==> config.mk <==
export PLATFORM = sky130hd
export DESIGN_NAME = ifu_prefetch
export DESIGN_NICKNAME = d
export VERILOG_FILES = /design/src/rtl/ifu_prefetch.sv
export SDC_FILE = /design/constraint.sdc
export NUM_CORES = 1
export LEC_CHECK = 0
export BUFFER_PORTS_ARGS = -buffer_cell sky130_fd_sc_hd__buf_2
export CAP_MARGIN = 20
export CORE_AREA = 2 2 207 209
export DETAILED_ROUTE_END_ITERATION = 16
export DIE_AREA = 0 0 209 211
export PLACE_DENSITY_LB_ADDON = 0.25
export RECOVER_POWER = 25
export SLEW_MARGIN = 20
export SYNTH_ARGS = -nofsm -noshare
export SYNTH_HDL_FRONTEND = slang
export SYNTH_SLANG_ARGS = --single-unit
==> constraint.sdc <==
create_clock -name clk -period 3.8 [get_ports clk]
set_clock_uncertainty 0.2 [all_clocks]
set_input_delay 0.38 -clock clk [delete_from_list [all_inputs] [get_ports clk]]
set_output_delay 0.38 -clock clk [all_outputs]
set_load 0.01 [all_outputs]
==> src/rtl/ifu_prefetch.sv <==
// ifu_prefetch: AXI-lite sequential instruction prefetcher with a DEPTH-entry FIFO and redirect flush.
// Optional feature macro IFU_FAULT_EN: per-entry out_fault flag; fetch halts after a faulting response.
module ifu_prefetch #(
    parameter int              XLEN     = 32,
    parameter logic [XLEN-1:0] RESET_PC = 'h8000_0000,
    parameter int              DEPTH    = 4
) (
    input  logic            clk,
    input  logic            rst,
    input  logic            redirect_valid,
    input  logic [XLEN-1:0] redirect_pc,
    output logic            out_valid,
    input  logic            out_ready,
    output logic [XLEN-1:0] out_pc,
    output logic [31:0]     out_ins,
`ifdef IFU_FAULT_EN
    output logic            out_fault,
`endif
    output logic [XLEN-1:0] araddr,
    output logic            arvalid,
    input  logic            arready,
    input  logic [31:0]     rdata,
    input  logic [1:0]      rresp,
    input  logic            rvalid,
    output logic            rready
);
    localparam int AW = $clog2(DEPTH);
    localparam int CW = AW + 1;
    logic [XLEN-1:0] fetch_pc, resp_pc, pend_addr, target_pc;
    logic [CW-1:0]   wr_ptr, rd_ptr, count, inflight, inflight_nxt, drop_cnt;
    logic            pend, stale, halt, credit, ar_hs, r_hs, push, pop, unused_bits;
    logic [XLEN-1:0] pc_mem [DEPTH];
    logic [31:0]     ins_mem [DEPTH];
    // An AR left waiting by the slave is replayed from pend_addr so it stays stable across redirects.
    always_comb begin
        count        = wr_ptr - rd_ptr;
        credit       = ({1'b0, inflight} + {1'b0, count}) < (CW + 1)'(DEPTH);
        arvalid      = !rst && (pend || (credit && !halt));
        araddr       = pend ? pend_addr : fetch_pc;
        rready       = !rst;
        ar_hs        = arvalid && arready;
        r_hs         = rvalid && rready;
        push         = r_hs && drop_cnt == '0 && !redirect_valid;
        pop          = out_valid && out_ready && !redirect_valid;
        out_valid    = wr_ptr != rd_ptr;
        out_pc       = pc_mem[rd_ptr[AW-1:0]];
        out_ins      = ins_mem[rd_ptr[AW-1:0]];
        inflight_nxt = inflight + CW'(ar_hs) - CW'(r_hs);
        target_pc    = {redirect_pc[XLEN-1:2], 2'b00};
    end
    always_ff @(posedge clk) begin
        if (rst) begin
            fetch_pc  <= RESET_PC;
            resp_pc   <= RESET_PC;
            pend_addr <= RESET_PC;
            pend      <= 1'b0;
            stale     <= 1'b0;
            inflight  <= '0;
            drop_cnt  <= '0;
            wr_ptr    <= '0;
            rd_ptr    <= '0;
        end else begin
            inflight  <= inflight_nxt;
            pend      <= arvalid && !arready;
            pend_addr <= araddr;
            stale     <= arvalid && !arready && (stale || redirect_valid);
            if (redirect_valid) begin
                fetch_pc <= target_pc;
                resp_pc  <= target_pc;
                drop_cnt <= inflight_nxt;
                wr_ptr   <= '0;
                rd_ptr   <= '0;
            end else begin
                if (ar_hs && !stale)
                    fetch_pc <= fetch_pc + XLEN'(4);
                drop_cnt <= drop_cnt + CW'(ar_hs && stale) - CW'(r_hs && drop_cnt != '0);
                if (push) begin
                    wr_ptr  <= wr_ptr + CW'(1);
                    resp_pc <= resp_pc + XLEN'(4);
                end
                if (pop)
                    rd_ptr <= rd_ptr + CW'(1);
            end
        end
    end
    always_ff @(posedge clk) begin
        if (push) begin
            pc_mem[wr_ptr[AW-1:0]]  <= resp_pc;
            ins_mem[wr_ptr[AW-1:0]] <= rdata;
        end
    end
`ifdef IFU_FAULT_EN
    logic fault_mem [DEPTH];
    always_comb begin
        out_fault   = fault_mem[rd_ptr[AW-1:0]];
        unused_bits = ^redirect_pc[1:0];
    end
    always_ff @(posedge clk) begin
        if (push)
            fault_mem[wr_ptr[AW-1:0]] <= rresp != 2'b00;
    end
    always_ff @(posedge clk) begin
        if (rst || redirect_valid)
            halt <= 1'b0;
        else if (push && rresp != 2'b00)
            halt <= 1'b1;
    end
`else
    always_comb begin
        halt        = 1'b0;
        unused_bits = ^{rresp, redirect_pc[1:0]};
    end
`endif
endmodule
== After elaboration in Yosys (flattened, before gate mapping) ==
Memories as Yosys holds them, arrays and structs flattened. A register that Yosys moved wholly into a read port is not among the register bits.
Index checks and enable logic that the tools add are counted.

* Register bits: 110
* Bits in writable memories: 256
* Output and inout port bits: 99
* Word-level logic and storage cells: 60
* Memories: 2

{| class="wikitable"
|+ Memory list
! memory !! words !! bits a word !! rd ports !! clocked after Yosys merged registers in !! write ports !! RTL line !! source
|-
| ins_mem || 4 || 32 || 1 || 1 || 1 || 33 || <nowiki>logic [31:0] ins_mem [DEPTH];</nowiki>
|-
| pc_mem || 4 || 32 || 1 || 1 || 1 || 32 || <nowiki>logic [XLEN-1:0] pc_mem [DEPTH];</nowiki>
|}

* $add $sub $neg: 10
* $lt $le $gt $ge: 1
* Equality and inequality tests: 1
* Mux-type cells: 12
* Reduce and logical (&&, ||, !) cells: 23

{| class="wikitable"
|+ Operators by type and width
! cell !! count
|-
| $mux W32 || 5
|-
| $add A32 B3 Y32 const B || 2
|-
| $logic_and A1 B1 Y1 || 12
|-
| $mux W2 || 4
|-
| $add A3 B1 Y3 || 2
|-
| $add A3 B1 Y3 const B || 2
|-
| $sub A3 B1 Y3 || 2
|-
| $add A3 B3 Y4 || 1
|-
| $logic_not A1 Y1 || 4
|-
| $lt A4 B3 Y1 const B || 1
|-
| $reduce_bool A2 Y1 || 2
|-
| $logic_not A3 Y1 || 1
|-
| $mux W3 || 1
|-
| $ne A3 B3 Y1 || 1
|-
| $reduce_bool A3 Y1 || 1
|-
| $sub A3 B3 Y3 || 1
|-
| $logic_or A1 B1 Y1 || 2
|-
| $mux W1 || 2
|-
| $reduce_or A2 Y1 || 1
|}

== Longest topological paths before layout ==
* Word-level depth: 10
* Mapped depth: 18

== Worst setup path before layout ==
OpenSTA, ideal clock, no wires.

* Kind: register -> register
* Start point: register wr_ptr[0]
* End point: register drop_cnt[2]
* Library setup time: 86 ps
* Data arrival time: 3827 ps
* Path slack: -313 ps
* Cell stages (with the launch flop): 19
* Path buffers: 1
* Cells stage by stage: dfxtp_1 -> inv_1 -> ha_1 -> inv_1 -> fa_1 -> xnor2_1 -> ha_1 -> or3_1 -> a211oi_1 -> clkbuf_1 -> nand2_1 -> ha_1 -> inv_1 -> ha_1 -> fa_1 -> xnor2_1 -> xnor2_1 -> nor2_1 -> a211oi_1

* Word-level cells in the longest chain between the ends: 10

{| class="wikitable"
|+ Ends and longest elaborated chain
! element !! RTL line !! source
|-
| start, declared || 30 || <nowiki>logic [CW-1:0] wr_ptr, rd_ptr, count, inflight, inflight_nxt, drop_cnt;</nowiki>
|-
| start signal, assigned || 78 || <nowiki>wr_ptr <= wr_ptr + CW'(1);</nowiki>
|-
| $sub A3 B3 Y3 (*) || 36 || <nowiki>count = wr_ptr - rd_ptr;</nowiki>
|-
| $add A3 B3 Y4 (*) || 37 || <nowiki>credit = ({1'b0, inflight} + {1'b0, count}) < (CW + 1)'(DEPTH);</nowiki>
|-
| $lt A4 B3 Y1 (*) || 37 ||
|-
| $logic_or A1 B1 Y1 (*) || 38 || <nowiki>arvalid = !rst && (pend || (credit && !halt));</nowiki>
|-
| $logic_and A1 B1 Y1 (*) || 38 ||
|-
| $logic_and A1 B1 Y1 (*) || 41 || <nowiki>ar_hs = arvalid && arready;</nowiki>
|-
| $logic_and A1 B1 Y1 || 76 || <nowiki>drop_cnt <= drop_cnt + CW'(ar_hs && stale) - CW'(r_hs && drop_cnt != '0);</nowiki>
|-
| $add A3 B1 Y3 || 76 ||
|-
| $sub A3 B1 Y3 || 76 ||
|-
| $mux W3 (*) || 67 || <nowiki>if (redirect_valid) begin</nowiki>
|-
| end signal, assigned || 70 || <nowiki>drop_cnt <= inflight_nxt;</nowiki>
|-
| end signal, assigned || 76 ||
|-
| end, declared || 30 ||
|}

Every way passes the cells marked *; elsewhere a longest branch is shown, timed or not.
A chain may end at the register's enable or synchronous reset.

== Final worst setup path ==
Ends and elaborated chain as after synthesis.

==> flow_metrics.env <==
export IMPL_outcome="complete, no violations"
export IMPL_grt_pass1_wl_mm=52.62
export IMPL_layout_setup_ws_ns=0.08070
export IMPL_die_h_um=211
export IMPL_synthTopCellsByCount="edfxtp_1 (248), dfxtp_1 (108), mux4_2 (62)"
export IMPL_die_width_um=209
export IMPL_hpwl_mm=21.68
export IMPL_start_util=0.3485
export IMPL_synth_edf_count=248
export IMPL_gp_congestion=0.7973
export IMPL_async_flop_share=0
export IMPL_syn_area_um2=14550
export IMPL_yosysWarnings=0
export IMPL_clkLatencyLatePin_ns=0.55
export IMPL_fp_dieArea_um2=44100
export IMPL_ios=171
export IMPL_setup_worst_path_end_class="flip-flop"
export IMPL_nNetsFinal=1263
export IMPL_slew_headroom=0.2652
export IMPL_ys_ff_latch=356
export IMPL_slowest_stage="or3_4"
export IMPL_clock_path_buffers=3
export IMPL_syn_avg_cell_area_um2=15.19
export IMPL_crit_path_start_kind="flip-flop"
export IMPL_antennaDiodeCount=0
export IMPL_vias=9065
export IMPL_max_freq_ghz=0.2689
export IMPL_vdd_drop_max_uv=266.5
export IMPL_maxCapViolCount=0
export IMPL_yosysSeqAreaShare=0.6604
export IMPL_rsz0062_at_grt="yes"
export IMPL_pre_cts_ws_ns=0.02277
export IMPL_worstPathArrival_ns=3.98
export IMPL_critPathMaxStageDelay_ns=0.36
export IMPL_yosysUniqueCellTypes=57
export IMPL_synth_largest_area_cell="edfxtp_1"
export IMPL_crit_type="flip-flop to flip-flop"
export IMPL_power_uw=9073
export IMPL_path_common_cell="ha_1"
export IMPL_antenna_left=0
export IMPL_setup_violations=0
export IMPL_numCtsBuffers=41
export IMPL_cts_sinks=356
export IMPL_grt_ovfl_total=0
export IMPL_final_max_slew_viol_count=0
export IMPL_htreeDepth=2
export IMPL_yosysTopAreaCellShare=0.5118
export IMPL_hold_class="input pin to flip-flop"
export IMPL_drc=0
export IMPL_tns_ns=0
export IMPL_clk_pin_slew_ns=0.06
export IMPL_first_iter_violations=648
export IMPL_place_inst=1629
export IMPL_drive_gt1_frac=0.2869
export IMPL_grt_max_degree=72
export IMPL_ys_flop_type="edfxtp_1"
export IMPL_core_um2=41760
export IMPL_p_leak_uw=0.006071
export IMPL_path_max_fanout=3
export IMPL_min_period_ns=3.719
export IMPL_antenna_found_initial=2
export IMPL_worstPathCellList="inv_2, ha_1, inv_1, fa_2, xnor2_2, ha_1, or3_4, a211oi_4, nand2_1, ha_1, inv_1, ha_2, fa_2, xnor2_2, xnor2_1, nor2_1, a211oi_1"
export IMPL_wire_per_inst_um=19.49
export IMPL_port_buffers=164
export IMPL_clock_root_buffer="clkbuf_16"
export IMPL_grt_pass1_vias=9090
export IMPL_num_rows=75
export IMPL_track_usage=0.1538
export IMPL_vias_per_cell=5.195
export IMPL_powerDensity_nw_per_um2=506.9
export IMPL_synthCells=958
export IMPL_worst_pin_slew_ns=1.098
export IMPL_stdcell_count=1745
export IMPL_fin_crit_sh=0.9788
export IMPL_areaGrowthSynthToFinish_pct=23.02
export IMPL_synth_area_leaders="edfxtp_1 (51%), dfxtp_1 (15%), mux4_2 (9.6%)"
export IMPL_routed_wl_mm=34.01
export IMPL_hold_viol=0
export IMPL_yosysMostFrequentCell="edfxtp_1"
export IMPL_cts_tree="yes"
export IMPL_drt_pass1_iter_count=5
export IMPL_critPathRequiredTime_ns=4.06
-- cell families after synthesis --
| kind of cell | Yosys count | synth area share |
|---|---|---|
| compound gates | 139 | 0.06801 |
| flops | 356 | 0.6604 |
| fa+ha+maj | 17 | 0.01617 |
| other cells | 1 | 0.0002577 |
| buf+inv | 75 | 0.02150 |
| mux | 94 | 0.1204 |
| xor+xnor | 18 | 0.01083 |
| simple gates | 258 | 0.1025 |
-- cells in the final DEF (no fill, tap or decap), drive strengths merged, types with 5 or more instances in the layout --
cell type | Yosys | final
and3 | 10 | 10
or2 | 6 | 6
nor2 | 35 | 35
bufinv | 0 | 5
or3 | 10 | 10
and4 | 16 | 16
inv | 14 | 16
dfxtp | 108 | 108
a311oi | 39 | 39
o31ai | 5 | 5
ha | 14 | 14
nand2 | 25 | 25
o21ai | 36 | 36
clkbuf | 40 | 75
xor2 | 5 | 5
edfxtp | 248 | 248
a31oi | 10 | 10
and2 | 41 | 41
or4 | 7 | 7
xnor2 | 13 | 13
nor3 | 27 | 27
clkinvlp | 0 | 7
nand4 | 15 | 15
a21oi | 10 | 10
a211oi | 19 | 19
nor4 | 14 | 14
mux2 | 28 | 28
dlygate4sd3 | 0 | 40
nor2b | 23 | 23
clkinv | 2 | 13
mux4 | 62 | 62
buf | 19 | 166
nand3 | 15 | 15
-- cell type report --
type                            count  area [um^2]
Timing Repair Buffer              231         1493
Clock inverter                     25        265.3
Multi-Input combinational cell    528         4691
Inverter                           16        60.06
Clock buffer                       50         1102
Tap cell                          539        674.4
Fill cell                        3780        23860
Sequential cell                   356         9615
-- through the flow --
stage	util	instance area [um^2]	hold WS, ns
finish	0.4287	17900	0.03007
global route	0.4287	17900	0.05253
CTS	0.4283	17880	0.009213
detailed placement	0.3859	16120	0.3199
global placement	0.3859	16120	0.3079
floorplan	-	14570	0.2583
-- repair_timing --
item,4_1_cts,5_1_grt
endpoints found under the hold margin,139,0
gates resized for setup,0,9
hold buffers,40,0
setup buffers,0,1
setup endpoints to repair,0,4
-- sequential cells by signal (all words and copies together) (netlist names), 3 cells and up, named ones only --
register	count
resp_pc	30
rd_ptr	3
wr_ptr	3
pc_mem	120
fetch_pc	30
ins_mem	128
inflight	3
pend_addr	32
drop_cnt	3
-- routing by layer --
| metal | global-route usage | share of wire |
|---|---|---|
| met2 | 0.2460 | 0.46 |
| met1 | 0.2105 | 0.46 |
| met5 | 0 | 0.00065 |
| met3 | 0.03048 | 0.049 |
| met4 | 0.05197 | 0.023 |
-- worst max-delay path, delay by kind of cell, from the launching register on --
kind / cells / cell delay, ns
fa+ha+maj: 6 / 1.57
buf+inv: 3 / 0.14
compound gates: 2 / 0.44
xor+xnor: 3 / 0.47
flops: 1 / 0.32
simple gates: 3 / 0.49
-- power by group --
group          leakage, uW  switching, uW  internal (uW)
registers          0.00314            113           4280
logic              0.00228            386            331
clock network     0.000650           1560           2410
-- worst paths after layout --
path,startpoint,end,slack [ns],cells after the start
max reg2reg,wr_ptr[0],drop_cnt[2],0.08,17
min,redirect_pc[6],fetch_pc[6],0.03,3
min reg2reg,fetch_pc[12],fetch_pc[12],0.33,2
max,wr_ptr[0],drop_cnt[2],0.08,17
Note: power is estimated with default switching activity, not from simulation.
